`src/rtl/mux4_rr_arbiter.sv`:
```
// ---------------------------------------------------------------------------
// mux4_rr_arbiter
//
// Shares one WIDTH-bit 4:1 multiplexer among four producers (a, b, c, d).
// Access is granted round-robin, but once a producer wins it may keep the
// mux for up to MAX_BURST consecutive beats before the grant rotates. The
// selected word is captured into a single-entry valid/ready output register
// that feeds one downstream consumer.
//
// Arbitration index of each producer: a=0, b=1, c=2, d=3.
// Physical mux select {s1,s0}:         a=00, b=10, c=01, d=11.
// The select is therefore the arbitration index with its two bits swapped.
//
// Ports
//   clk                                  clock, all state on the rising edge
//   rst                                  synchronous active-high reset
//   a, b, c, d            [WIDTH-1:0]    producer data words
//   a_valid .. d_valid                   producer holds a valid word
//   a_ready .. d_ready                   producer word taken this cycle
//   s0, s1                               mux select currently applied
//   y                     [WIDTH-1:0]    registered selected word
//   y_valid                              y holds a word
//   y_ready                              consumer takes y this cycle
// ---------------------------------------------------------------------------
module mux4_rr_arbiter #(
    parameter int WIDTH     = 32,
    parameter int MAX_BURST = 4
) (
    input  logic             clk,
    input  logic             rst,
    input  logic [WIDTH-1:0] a,
    input  logic [WIDTH-1:0] b,
    input  logic [WIDTH-1:0] c,
    input  logic [WIDTH-1:0] d,
    input  logic             a_valid,
    input  logic             b_valid,
    input  logic             c_valid,
    input  logic             d_valid,
    output logic             a_ready,
    output logic             b_ready,
    output logic             c_ready,
    output logic             d_ready,
    output logic             s0,
    output logic             s1,
    output logic [WIDTH-1:0] y,
    output logic             y_valid,
    input  logic             y_ready
);

    localparam int CNT_W = $clog2(MAX_BURST + 1);
    localparam logic [CNT_W-1:0] CNT_MAX = CNT_W'(MAX_BURST);
    localparam logic [CNT_W-1:0] CNT_ONE = CNT_W'(1);

    typedef enum logic {
        IDLE  = 1'b0,
        BURST = 1'b1
    } state_t;

    state_t           state;
    state_t           state_nxt;
    logic [1:0]       last_idx;
    logic [1:0]       last_nxt;
    logic [1:0]       owner_idx;
    logic [1:0]       owner_nxt;
    logic [CNT_W-1:0] cnt;
    logic [CNT_W-1:0] cnt_nxt;

    logic [3:0]       req;
    logic             any_valid;
    logic             keep_owner;
    logic [1:0]       scan_start;
    logic [1:0]       scan_hit;
    logic             scan_found;
    logic [1:0]       grant_idx;
    logic [1:0]       sel_now;
    logic [1:0]       sel_q;
    logic [1:0]       sel_applied;
    logic             ld;
    logic             transfer;
    logic [3:0]       ready_vec;
    logic [WIDTH-1:0] mux_out;

    assign req       = {d_valid, c_valid, b_valid, a_valid};
    assign any_valid = |req;

    // The output register can take a new word when it is empty or when the
    // consumer is draining it in this same cycle.
    assign ld       = !y_valid || y_ready;
    assign transfer = ld && any_valid;

    // The current owner keeps the mux while it still has data and has not
    // used up its burst allowance.
    assign keep_owner = (state == BURST) && req[owner_idx] && (cnt < CNT_MAX);

    // Rotation starts just after the previous winner. Inside a burst the
    // owner and the last winner are the same source, but the owner is the
    // reference the burst-exit rotation is defined against.
    assign scan_start = (state == BURST) ? owner_idx + 2'd1 : last_idx + 2'd1;

    // Priority scan from scan_start upward with wrap. The loop runs from the
    // farthest offset down to the nearest so the nearest valid source is the
    // final assignment and wins. The reference source itself sits at offset
    // 3, which is why a lone owner is found again only after everyone else.
    always_comb begin
        scan_found = 1'b0;
        scan_hit   = scan_start;
        for (int i = 3; i >= 0; i--) begin
            if (req[scan_start + 2'(i)]) begin
                scan_found = 1'b1;
                scan_hit   = scan_start + 2'(i);
            end
        end
    end

    assign grant_idx = keep_owner ? owner_idx : scan_hit;

    // Index-to-select translation: swapping the index bits reproduces the
    // fixed mux wiring (b and c are not in binary order on the mux).
    assign sel_now = {grant_idx[0], grant_idx[1]};

    // With nobody requesting, the select lines park on whatever was last
    // applied instead of drifting to the scan's default position.
    assign sel_applied = (keep_owner || scan_found) ? sel_now : sel_q;
    assign s1          = sel_applied[1];
    assign s0          = sel_applied[0];

    // The shared 4:1 mux itself, addressed by the physical select code.
    always_comb begin
        mux_out = a;
        case (sel_now)
            2'b00:   mux_out = a;
            2'b01:   mux_out = c;
            2'b10:   mux_out = b;
            2'b11:   mux_out = d;
            default: mux_out = a;
        endcase
    end

    // Only the granted source sees ready, and only in a cycle where its word
    // is really captured. Nothing is acknowledged while reset is held.
    assign ready_vec = (transfer && !rst) ? (4'b0001 << grant_idx) : 4'b0000;
    assign a_ready   = ready_vec[0];
    assign b_ready   = ready_vec[1];
    assign c_ready   = ready_vec[2];
    assign d_ready   = ready_vec[3];

    // Next-state logic for the arbitration state. A beat from the current
    // owner extends the burst; any other beat starts a fresh burst for the
    // new winner. When the output can load but nobody offers data, the burst
    // ends and the next winner comes from a plain rotation after last_idx.
    // When the output is stalled everything holds.
    always_comb begin
        state_nxt = state;
        owner_nxt = owner_idx;
        last_nxt  = last_idx;
        cnt_nxt   = cnt;
        if (transfer) begin
            state_nxt = BURST;
            if (keep_owner) begin
                cnt_nxt = cnt + CNT_ONE;
            end else begin
                owner_nxt = grant_idx;
                last_nxt  = grant_idx;
                cnt_nxt   = CNT_ONE;
            end
        end else if (ld) begin
            state_nxt = IDLE;
        end
    end

    // State register plus the output stage. Reset empties the output slot
    // and primes last_idx to d so that the first rotation lands on a.
    always_ff @(posedge clk) begin
        if (rst) begin
            state     <= IDLE;
            last_idx  <= 2'd3;
            owner_idx <= 2'd0;
            cnt       <= '0;
            sel_q     <= 2'b00;
            y         <= '0;
            y_valid   <= 1'b0;
        end else begin
            state     <= state_nxt;
            last_idx  <= last_nxt;
            owner_idx <= owner_nxt;
            cnt       <= cnt_nxt;
            if (any_valid) begin
                sel_q <= sel_now;
            end
            if (transfer) begin
                y       <= mux_out;
                y_valid <= 1'b1;
            end else if (ld) begin
                y_valid <= 1'b0;
            end
        end
    end

endmodule
```
`config.mk`:
```
export PLATFORM = sky130hd
export DESIGN_NAME = mux4_rr_arbiter
export DESIGN_NICKNAME = d
export VERILOG_FILES = /design/src/rtl/mux4_rr_arbiter.sv
export SDC_FILE = /design/constraint.sdc
export NUM_CORES = 1
export LEC_CHECK = 0
export CAP_MARGIN = 30
export CORE_MARGIN = 8
export CORE_UTILIZATION = 38
export DETAILED_ROUTE_END_ITERATION = 6
export PLACE_DENSITY = 0.79
export SETUP_SLACK_MARGIN = 0.2
export SLEW_MARGIN = 25
export SYNTH_ARGS = -nofsm -noshare
export SYNTH_HDL_FRONTEND = slang
export SYNTH_SLANG_ARGS = --single-unit
export TNS_END_PERCENT = 10
```
`constraint.sdc`:
```
create_clock -name clk -period 2.2 [get_ports clk]
set_input_delay 0.44 -clock clk [delete_from_list [all_inputs] [get_ports clk]]
set_output_delay 0.44 -clock clk [all_outputs]
set_load 0.02 [all_outputs]
```
==> impl_metrics.xml, run 1 <==
<?xml version="1.0" encoding="UTF-8"?>
<metrics>
  <group name="run_status">
    <metric name="outcome" unit="">finished, violations left</metric>
    <metric name="failed_checks" unit="">setup timing</metric>
  </group>
  <group name="drt">
    <metric name="detail_route.wl_per_cell" unit="um">18.3</metric>
    <metric name="route.antenna.remaining_nets" unit="">0</metric>
    <metric name="drt-initial-drc-count" unit="">341</metric>
    <metric name="first_pass_iters" unit="">5</metric>
    <metric name="finalWirelength" unit="mm">15.7</metric>
    <metric name="detailroute.via_count" unit="">4987</metric>
    <metric name="avgViaCountPerCell" unit="">5.82</metric>
    <metric name="route.detailed.drc" unit="">0</metric>
  </group>
  <group name="critical_path">
    <metric name="worstSetupStartpointType" unit="">register</metric>
    <metric name="cp.required" unit="ns">1.76</metric>
    <metric name="cp_data_arrival_time" unit="ns">2.07</metric>
    <metric name="timing.reg2reg.worst_path_depth" unit="">8</metric>
    <metric name="timing.critical_path.fanout_max" unit="">6</metric>
    <metric name="critical_path_class" unit="">reg2out</metric>
    <metric name="critical_path.endpoint_type" unit="">primary output</metric>
  </group>
  <group name="synthesis">
    <metric name="yosys.area.top_type" unit="">dfxtp_1</metric>
    <metric name="post-synth-top-count-cell" unit="">nand2_1</metric>
    <metric name="synth_simple_gate_area_share" unit="%">45.6</metric>
    <metric name="yosysSeqAreaShare" unit="%">22.3</metric>
    <metric name="synthDistinctLibCells" unit="">56</metric>
    <metric name="post_synthesis_async_set_or_reset_flop_share" unit="%">0</metric>
    <metric name="post_synth_main_area_contributors" unit="">dfxtp_1 (22%), nand4_1 (16%), nand2_1 (10%)</metric>
    <metric name="synth_largest_type_area_fraction" unit="%">22.3</metric>
    <metric name="syn-cell-area" unit="mm^2">0.00378</metric>
    <metric name="synth_edf_count" unit="">0</metric>
    <metric name="syn-instance-count" unit="">540</metric>
    <metric name="xor_xnor_share_of_the_synthesized_area" unit="%">0.464</metric>
    <metric name="synthFlopType" unit="">dfxtp_1</metric>
    <metric name="synth_top_cells_by_count" unit="">nand2_1 (103), nand4_1 (94), a21oi_1 (65), dfxtp_1 (42), nand2b_1 (34)</metric>
    <metric name="synthesized_area_fraction_occupied_by_ao_oa_aoi_and_oai_cells" unit="%">20.7</metric>
    <metric name="synth_seq_cells" unit="">42</metric>
    <metric name="synth_adder_area_share" unit="%">0.331</metric>
    <metric name="yosys-mux-area-fraction" unit="%">1.76</metric>
    <metric name="syn_area_per_cell" unit="um^2">6.99</metric>
    <metric name="syn-num-nets" unit="">676</metric>
    <metric name="yosys_warnings" unit="">0</metric>
    <metric name="largest_family_of_logic_cells_by_synthesized_area" unit="">simple AND/OR/NAND/NOR gates</metric>
  </group>
  <group name="cells_and_area">
    <metric name="area_delta_synth_final" unit="%">68.4</metric>
    <metric name="nets_finish" unit="">859</metric>
    <metric name="final_design_area_no_fill" unit="mm^2">0.00636</metric>
    <metric name="postLayoutCoreUtil" unit="%">65.3</metric>
    <metric name="drive_above_1_share" unit="%">19.6</metric>
    <metric name="n_antenna_cell" unit="">0</metric>
    <metric name="post_layout_nonfiller_instances" unit="">857</metric>
  </group>
  <group name="clocking">
    <metric name="number_of_h_tree_branching_levels" unit="">2</metric>
    <metric name="holdBufCountCts" unit="">0</metric>
    <metric name="cts_buffer_depth" unit="">2</metric>
    <metric name="clkTransAtPathRegs" unit="ns">0.09</metric>
    <metric name="root_buffer" unit="">clkbuf_8</metric>
    <metric name="cts_inserted_buffers" unit="">5</metric>
    <metric name="tritoncts" unit="">yes</metric>
    <metric name="insertion_delay" unit="ns">0.31</metric>
    <metric name="clock_sinks" unit="">42</metric>
  </group>
  <group name="pwr">
    <metric name="power" unit="mW">4.26</metric>
    <metric name="pwr_density_cell" unit="mW/mm^2">670</metric>
    <metric name="power.ir.vdd_worst" unit="mV">0.307</metric>
    <metric name="power.static_leakage" unit="nW">2.44</metric>
  </group>
  <group name="timing">
    <metric name="setup_tns" unit="ns">-1.93</metric>
    <metric name="rsz0062_at_grt" unit="">true</metric>
    <metric name="clock-skew-final" unit="ns">0.00901</metric>
    <metric name="period_needed" unit="ns">2.51</metric>
    <metric name="setup_slack" unit="ns">-0.306</metric>
    <metric name="final-max-slew-violation-count" unit="">0</metric>
    <metric name="worst-slew-pin-transition" unit="ns">0.544</metric>
    <metric name="timing.final.hold_violations" unit="">0</metric>
    <metric name="setup_viol_count_final" unit="">19</metric>
    <metric name="slew-limit-headroom" unit="%">63.7</metric>
    <metric name="min_period_over_period" unit="%">114</metric>
    <metric name="maxClockFrequency" unit="GHz">0.399</metric>
  </group>
  <group name="placement">
    <metric name="place.detailed.hpwl" unit="mm">11.5</metric>
    <metric name="port_buffers" unit="">173</metric>
    <metric name="dpl.cell_count" unit="">838</metric>
    <metric name="place_area" unit="mm^2">0.00591</metric>
    <metric name="gp_routability_congestion" unit="">0.931</metric>
  </group>
  <group name="grt">
    <metric name="grt_pass1_wl" unit="mm">24.7</metric>
    <metric name="vias_in_the_first_global_route" unit="">5050</metric>
    <metric name="largest_net_degree_at_the_start_of_global_routing" unit="">66</metric>
    <metric name="grt.total_usage" unit="%">22.7</metric>
    <metric name="globalRouteOverflowTotal" unit="">0</metric>
    <metric name="antenna_found_initial" unit="">0</metric>
  </group>
  <group name="floorplanning">
    <metric name="area_of_the_core" unit="mm^2">0.00973</metric>
    <metric name="initial_core_utilization" unit="%">38.8</metric>
    <metric name="floorplan.rows" unit="">36</metric>
    <metric name="die_h" unit="um">116</metric>
    <metric name="floorplan.die_area" unit="mm^2">0.0134</metric>
    <metric name="die_width" unit="um">116</metric>
    <metric name="ios" unit="">174</metric>
  </group>
  <group name="hold_path">
    <metric name="timing.hold.worst.class" unit="">reg2reg</metric>
    <metric name="whs_path_depth" unit="">2</metric>
  </group>
  <group name="job">
    <metric name="timing.max_cap.violations" unit="">0</metric>
  </group>
</metrics>
[worst paths after layout]
check	from	to	slack, ns
worst max register to register	state	y[4]	-0.05
worst max-delay path	state	a_ready	-0.31
worst min register to register	y[2]	y[2]	0.46
worst min-delay path	y[2]	y[2]	0.46
[through the flow]
step	worst slack, ns	hold slack [ns]
floorplan	-0.189	0.436
global placement	-0.914	0.436
detailed placement	-0.974	0.442
CTS	-0.293	0.463
global route	-0.381	0.486
finish	-0.306	0.460
[flip-flops by register name, summed over array words and instances (netlist names)]
| name | count |
|---|---|
| cnt | 3 |
| last_idx | 2 |
| owner_idx | 2 |
| sel_q | 2 |
| state | 1 |
| y | 32 |
[worst max-delay path, stage by stage, from the launching register on]
cell and delay [ns]:
dfxtp_4 0.42, or3b_4 0.42, a2bb2oi_4 0.19, or2_4 0.27, o21a_4 0.15, nor3_4 0.16, buf_6 0.14
[where the power goes]
group / leakage [nW] / internal (mW) / switching, mW
registers: 0.348 / 0.937 / 0.114
logic: 2.03 / 1.21 / 1.35
clock network: 0.0579 / 0.335 / 0.312
total: 2.44 / 2.48 / 1.77
[layer usage]
layer | up-vias | wire [um] | GRT usage (%)
met5 | - | 0 | 0
met4 | 0 | 348 | 7.78
met3 | 26 | 992 | 4.33
met2 | 199 | 7820 | 40.5
met1 | 2366 | 6520 | 26.6
li1 | 2396 | - | -
[repair_timing]
item / in CTS / in global routing
buffers inserted: 7 / 4
pin swaps: 45 / 10
setup endpoints to repair: 43 / 40
endpoints found under the hold margin: 0 / 0
cloned: 0 / 0
resized for setup: 91 / 10
[logic make-up (layout without fill, tap and decap cells)]
kind of cell	Yosys count	count (layout)
muxes	5	5
DFF	42	42
xor gates and xnor gates	2	2
adders and majority gates	1	1
AOI/OAI and AO/OA	120	120
buffers and inverters	67	251
and+or+nand+nor	303	303
[final cells by class]
| class | count | area (um^2) |
|---|---|---|
| inverters | 5 | 18.8 |
| clock buffers | 5 | 68.8 |
| multi-input cells | 431 | 2870 |
| clock inverters | 3 | 40.0 |
| repair buffers | 238 | 2340 |
| fillers | 824 | 3370 |
| well taps | 133 | 166 |
| flip-flops and latches | 42 | 852 |
[cell usage in the layout, fill, tap and decap left out, types with 6 or more instances in the layout]
cell type,n
o31ai_2,22
nand3_1,7
buf_4,48
nor2_1,7
o31ai_1,9
a21oi_1,65
dfxtp_1,37
buf_6,16
nand4_1,94
and4_1,31
nand2_1,102
buf_12,6
clkdlybuf4s50_1,162
nand2b_1,34
No activity file was read; power rests on OpenSTA's default activity.
==> inputs of run 2 (changes only) <==
Settings changed: CORE_UTILIZATION 38 to 40, DONT_BUFFER_PORTS from default to 1, PLACE_DENSITY 0.79 to 0.57.
Clock period 2.2 ns to 2.21 ns, I/O delays scaled along.
==> run 2 against run 1 <==
Effect of this change: the run still ends with setup timing left; largest power group unchanged; non-clock buffer count fell by 194; critical path type unchanged; routed wire length down 13%; highest routed layer unchanged; sequential power grew 19%; largest cell class unchanged.
==> impl_metrics.xml, run 2 (synthesis results as in run 1) <==
<?xml version="1.0" encoding="UTF-8"?>
<metrics>
  <group name="run_status">
    <metric name="outcome" unit="">finished, violations left</metric>
    <metric name="failed_checks" unit="">setup timing</metric>
  </group>
  <group name="pwr">
    <metric name="power_frac_clock" unit="%">14.5</metric>
    <metric name="pwr_density_cell" unit="mW/mm^2">779</metric>
    <metric name="power.static_leakage" unit="nW">1.65</metric>
    <metric name="power.sequential.fraction" unit="%">36.2</metric>
    <metric name="power_report.internal_total" unit="mW">1.87</metric>
    <metric name="share_comb_of_total_power" unit="%">49.4</metric>
    <metric name="power.ir.vdd_worst" unit="mV">0.264</metric>
    <metric name="sw_frac_of_total" unit="%">46.1</metric>
    <metric name="total_switching_power" unit="mW">1.60</metric>
  </group>
  <group name="critical_path">
    <metric name="cp_data_arrival_time" unit="ns">2.07</metric>
    <metric name="critical_path.reg2reg.endpoint" unit="">y[13]</metric>
    <metric name="setup.reg_to_reg.worst_slack" unit="ns">-0.01</metric>
    <metric name="worstSetupStartpointType" unit="">register</metric>
    <metric name="critical_path_class" unit="">reg2out</metric>
    <metric name="timing.reg2reg.worst_path_depth" unit="">11</metric>
    <metric name="reg2reg_from" unit="">owner_idx[0]</metric>
    <metric name="critical_path.endpoint_type" unit="">primary output</metric>
    <metric name="timing.critical_path.fanout_max" unit="">5</metric>
    <metric name="cp.required" unit="ns">1.77</metric>
    <metric name="crit_start" unit="">owner_idx[0]</metric>
    <metric name="timing.critical_path.to" unit="">a_ready</metric>
  </group>
  <group name="clocking">
    <metric name="holdBufCountCts" unit="">0</metric>
    <metric name="number_of_h_tree_branching_levels" unit="">2</metric>
    <metric name="clkTransAtPathRegs" unit="ns">0.09</metric>
    <metric name="clock_sinks" unit="">42</metric>
    <metric name="cts_inserted_buffers" unit="">5</metric>
    <metric name="cts_buffer_depth" unit="">2</metric>
    <metric name="insertion_delay" unit="ns">0.30</metric>
    <metric name="root_buffer" unit="">clkbuf_8</metric>
    <metric name="tritoncts" unit="">yes</metric>
  </group>
  <group name="grt">
    <metric name="grt.total_usage" unit="%">20.0</metric>
    <metric name="groute.layer.met1.usage" unit="%">21.6</metric>
    <metric name="globalRouteOverflowTotal" unit="">0</metric>
    <metric name="grt_pass1_wl" unit="mm">21.2</metric>
    <metric name="vias_in_the_first_global_route" unit="">4161</metric>
    <metric name="grt_busiest_layer" unit="">met2</metric>
    <metric name="antenna_found_initial" unit="">0</metric>
    <metric name="globalRouteMet2Util" unit="%">34.4</metric>
    <metric name="gr-usage-met3" unit="%">7.45</metric>
    <metric name="largest_net_degree_at_the_start_of_global_routing" unit="">61</metric>
  </group>
  <group name="drt">
    <metric name="drt-initial-drc-count" unit="">258</metric>
    <metric name="route.detailed.drc" unit="">0</metric>
    <metric name="finalWirelength" unit="mm">13.6</metric>
    <metric name="detail_route.wl_per_cell" unit="um">21.2</metric>
    <metric name="detailroute.via_count" unit="">4203</metric>
    <metric name="route.antenna.remaining_nets" unit="">0</metric>
    <metric name="avgViaCountPerCell" unit="">6.57</metric>
    <metric name="first_pass_iters" unit="">5</metric>
  </group>
  <group name="floorplanning">
    <metric name="area_of_the_core" unit="mm^2">0.00920</metric>
    <metric name="die_h" unit="um">113</metric>
    <metric name="floorplan.die_area" unit="mm^2">0.0128</metric>
    <metric name="floorplan.rows" unit="">35</metric>
    <metric name="ios" unit="">174</metric>
    <metric name="initial_core_utilization" unit="%">41.1</metric>
    <metric name="die_width" unit="um">113</metric>
  </group>
  <group name="timing">
    <metric name="timing.final.hold_violations" unit="">0</metric>
    <metric name="worst-slew-pin-transition" unit="ns">0.537</metric>
    <metric name="setup_tns" unit="ns">-1.51</metric>
    <metric name="setup_slack" unit="ns">-0.303</metric>
    <metric name="min_period_over_period" unit="%">114</metric>
    <metric name="rsz0062_at_grt" unit="">true</metric>
    <metric name="period_needed" unit="ns">2.51</metric>
    <metric name="final-max-slew-violation-count" unit="">0</metric>
    <metric name="setup_viol_count_final" unit="">10</metric>
    <metric name="clock-skew-final" unit="ns">0.00637</metric>
    <metric name="slew-limit-headroom" unit="%">64.0</metric>
    <metric name="maxClockFrequency" unit="GHz">0.398</metric>
  </group>
  <group name="hold_path">
    <metric name="timing.hold.worst.class" unit="">in2reg</metric>
    <metric name="whs_path_depth" unit="">1</metric>
  </group>
  <group name="cells_and_area">
    <metric name="largest_register_ff_count" unit="">32</metric>
    <metric name="n_antenna_cell" unit="">0</metric>
    <metric name="registers.top_by_ff_count" unit="">y</metric>
    <metric name="layout.cells.most_common_list" unit="">nand2_1 (101), nand4_1 (94), a21oi_1 (65)</metric>
    <metric name="postLayoutCoreUtil" unit="%">48.3</metric>
    <metric name="biggestRegsByFlops" unit="">y x32, cnt x3</metric>
    <metric name="nets_finish" unit="">665</metric>
    <metric name="drive_above_1_share" unit="%">21.6</metric>
    <metric name="area_delta_synth_final" unit="%">17.7</metric>
    <metric name="final_design_area_no_fill" unit="mm^2">0.00444</metric>
    <metric name="filler_cell_count" unit="">918</metric>
    <metric name="most_common_cell_after_layout_fill_and_taps_aside" unit="">nand2_1</metric>
  </group>
  <group name="placement">
    <metric name="place_area" unit="mm^2">0.00400</metric>
    <metric name="pre_cts_slack" unit="ns">-0.00981</metric>
    <metric name="port_buffers" unit="">0</metric>
    <metric name="place.detailed.hpwl" unit="mm">9.67</metric>
    <metric name="gp_routability_congestion" unit="">0.860</metric>
  </group>
  <group name="job">
    <metric name="timing.max_cap.violations" unit="">0</metric>
  </group>
</metrics>
==> run 2: cell count changes in the layout (fill, tap and decap cells not counted), sizes merged <==
cell           previous run  this run
buf                      71        43
bufinv                    1         0
clkbuf                    5         8
clkdlybuf4s50           162         0
clkinv                    2         0
dlygate4sd2               5         0
==> run 2: final cells by class <==
type	count	area (um^2)	area share, %
clock buffers	7	76.3	1.72
inverters	5	18.8	0.422
multi-input cells	431	2880	64.9
flip-flops and latches	42	852	19.2
well taps	111	139	3.12
repair buffers	44	475	10.7
==> run 2: how the worst min path moves through the flow <==
stage / start / end / slack [ns]
finish: rst / owner_idx[1] / 0.19
global route: rst / owner_idx[1] / 0.18
global placement: cnt[1] / cnt[1] / 0.44
detailed placement: cnt[1] / cnt[1] / 0.46
CTS: rst / owner_idx[1] / 0.19
floorplan: cnt[1] / cnt[1] / 0.44
==> run 2: power by group through the flow <==
stage / registers (mW) / logic, mW / clock network, mW
6_report: 1.25 / 1.71 / 0.501
5_1_grt: 1.28 / 1.86 / 0.552
4_1_cts: 1.26 / 1.59 / 0.527
3_5_place_dp: 1.27 / 1.45 / 0
3_3_place_gp: 1.27 / 1.42 / 0
2_1_floorplan: 1.21 / 1.17 / 0
==> run 2: routing by layer <==
layer	wire length (um)	vias to the layer above	share of wire, %
li1	-	1993	-
met3	1280	36	9.4
met5	0	-	0
met4	435	0	3.2
met1	5110	1989	38
met2	6770	185	50
==> run 2: per-stage QoR <==
stage | power [mW] | std cells | hold slack [ns]
6_report | 3.46 | 640 | 0.193
5_1_grt | 3.69 | 640 | 0.181
4_1_cts | 3.37 | 634 | 0.186
3_5_place_dp | 2.73 | 619 | 0.456
3_3_place_gp | 2.69 | 619 | 0.437
2_1_floorplan | 2.38 | 540 | 0.436
==> run 2: what timing repair did <==
| item | CTS | global route |
|---|---|---|
| pin swaps | 97 | 26 |
| endpoints found under the setup margin | 39 | 41 |
| endpoints found under the hold margin | 0 | 0 |
| cloned | 0 | 0 |
| setup buffers | 8 | 6 |
| resized for setup | 38 | 23 |
==> run 2: critical path: stages, from the launching register on <==
cell	delay (ns)
dfxtp_4	0.38
buf_4	0.12
mux2i_1	0.23
buf_4	0.17
a2bb2oi_4	0.18
o211ai_2	0.14
o21a_2	0.28
nor3_4	0.28
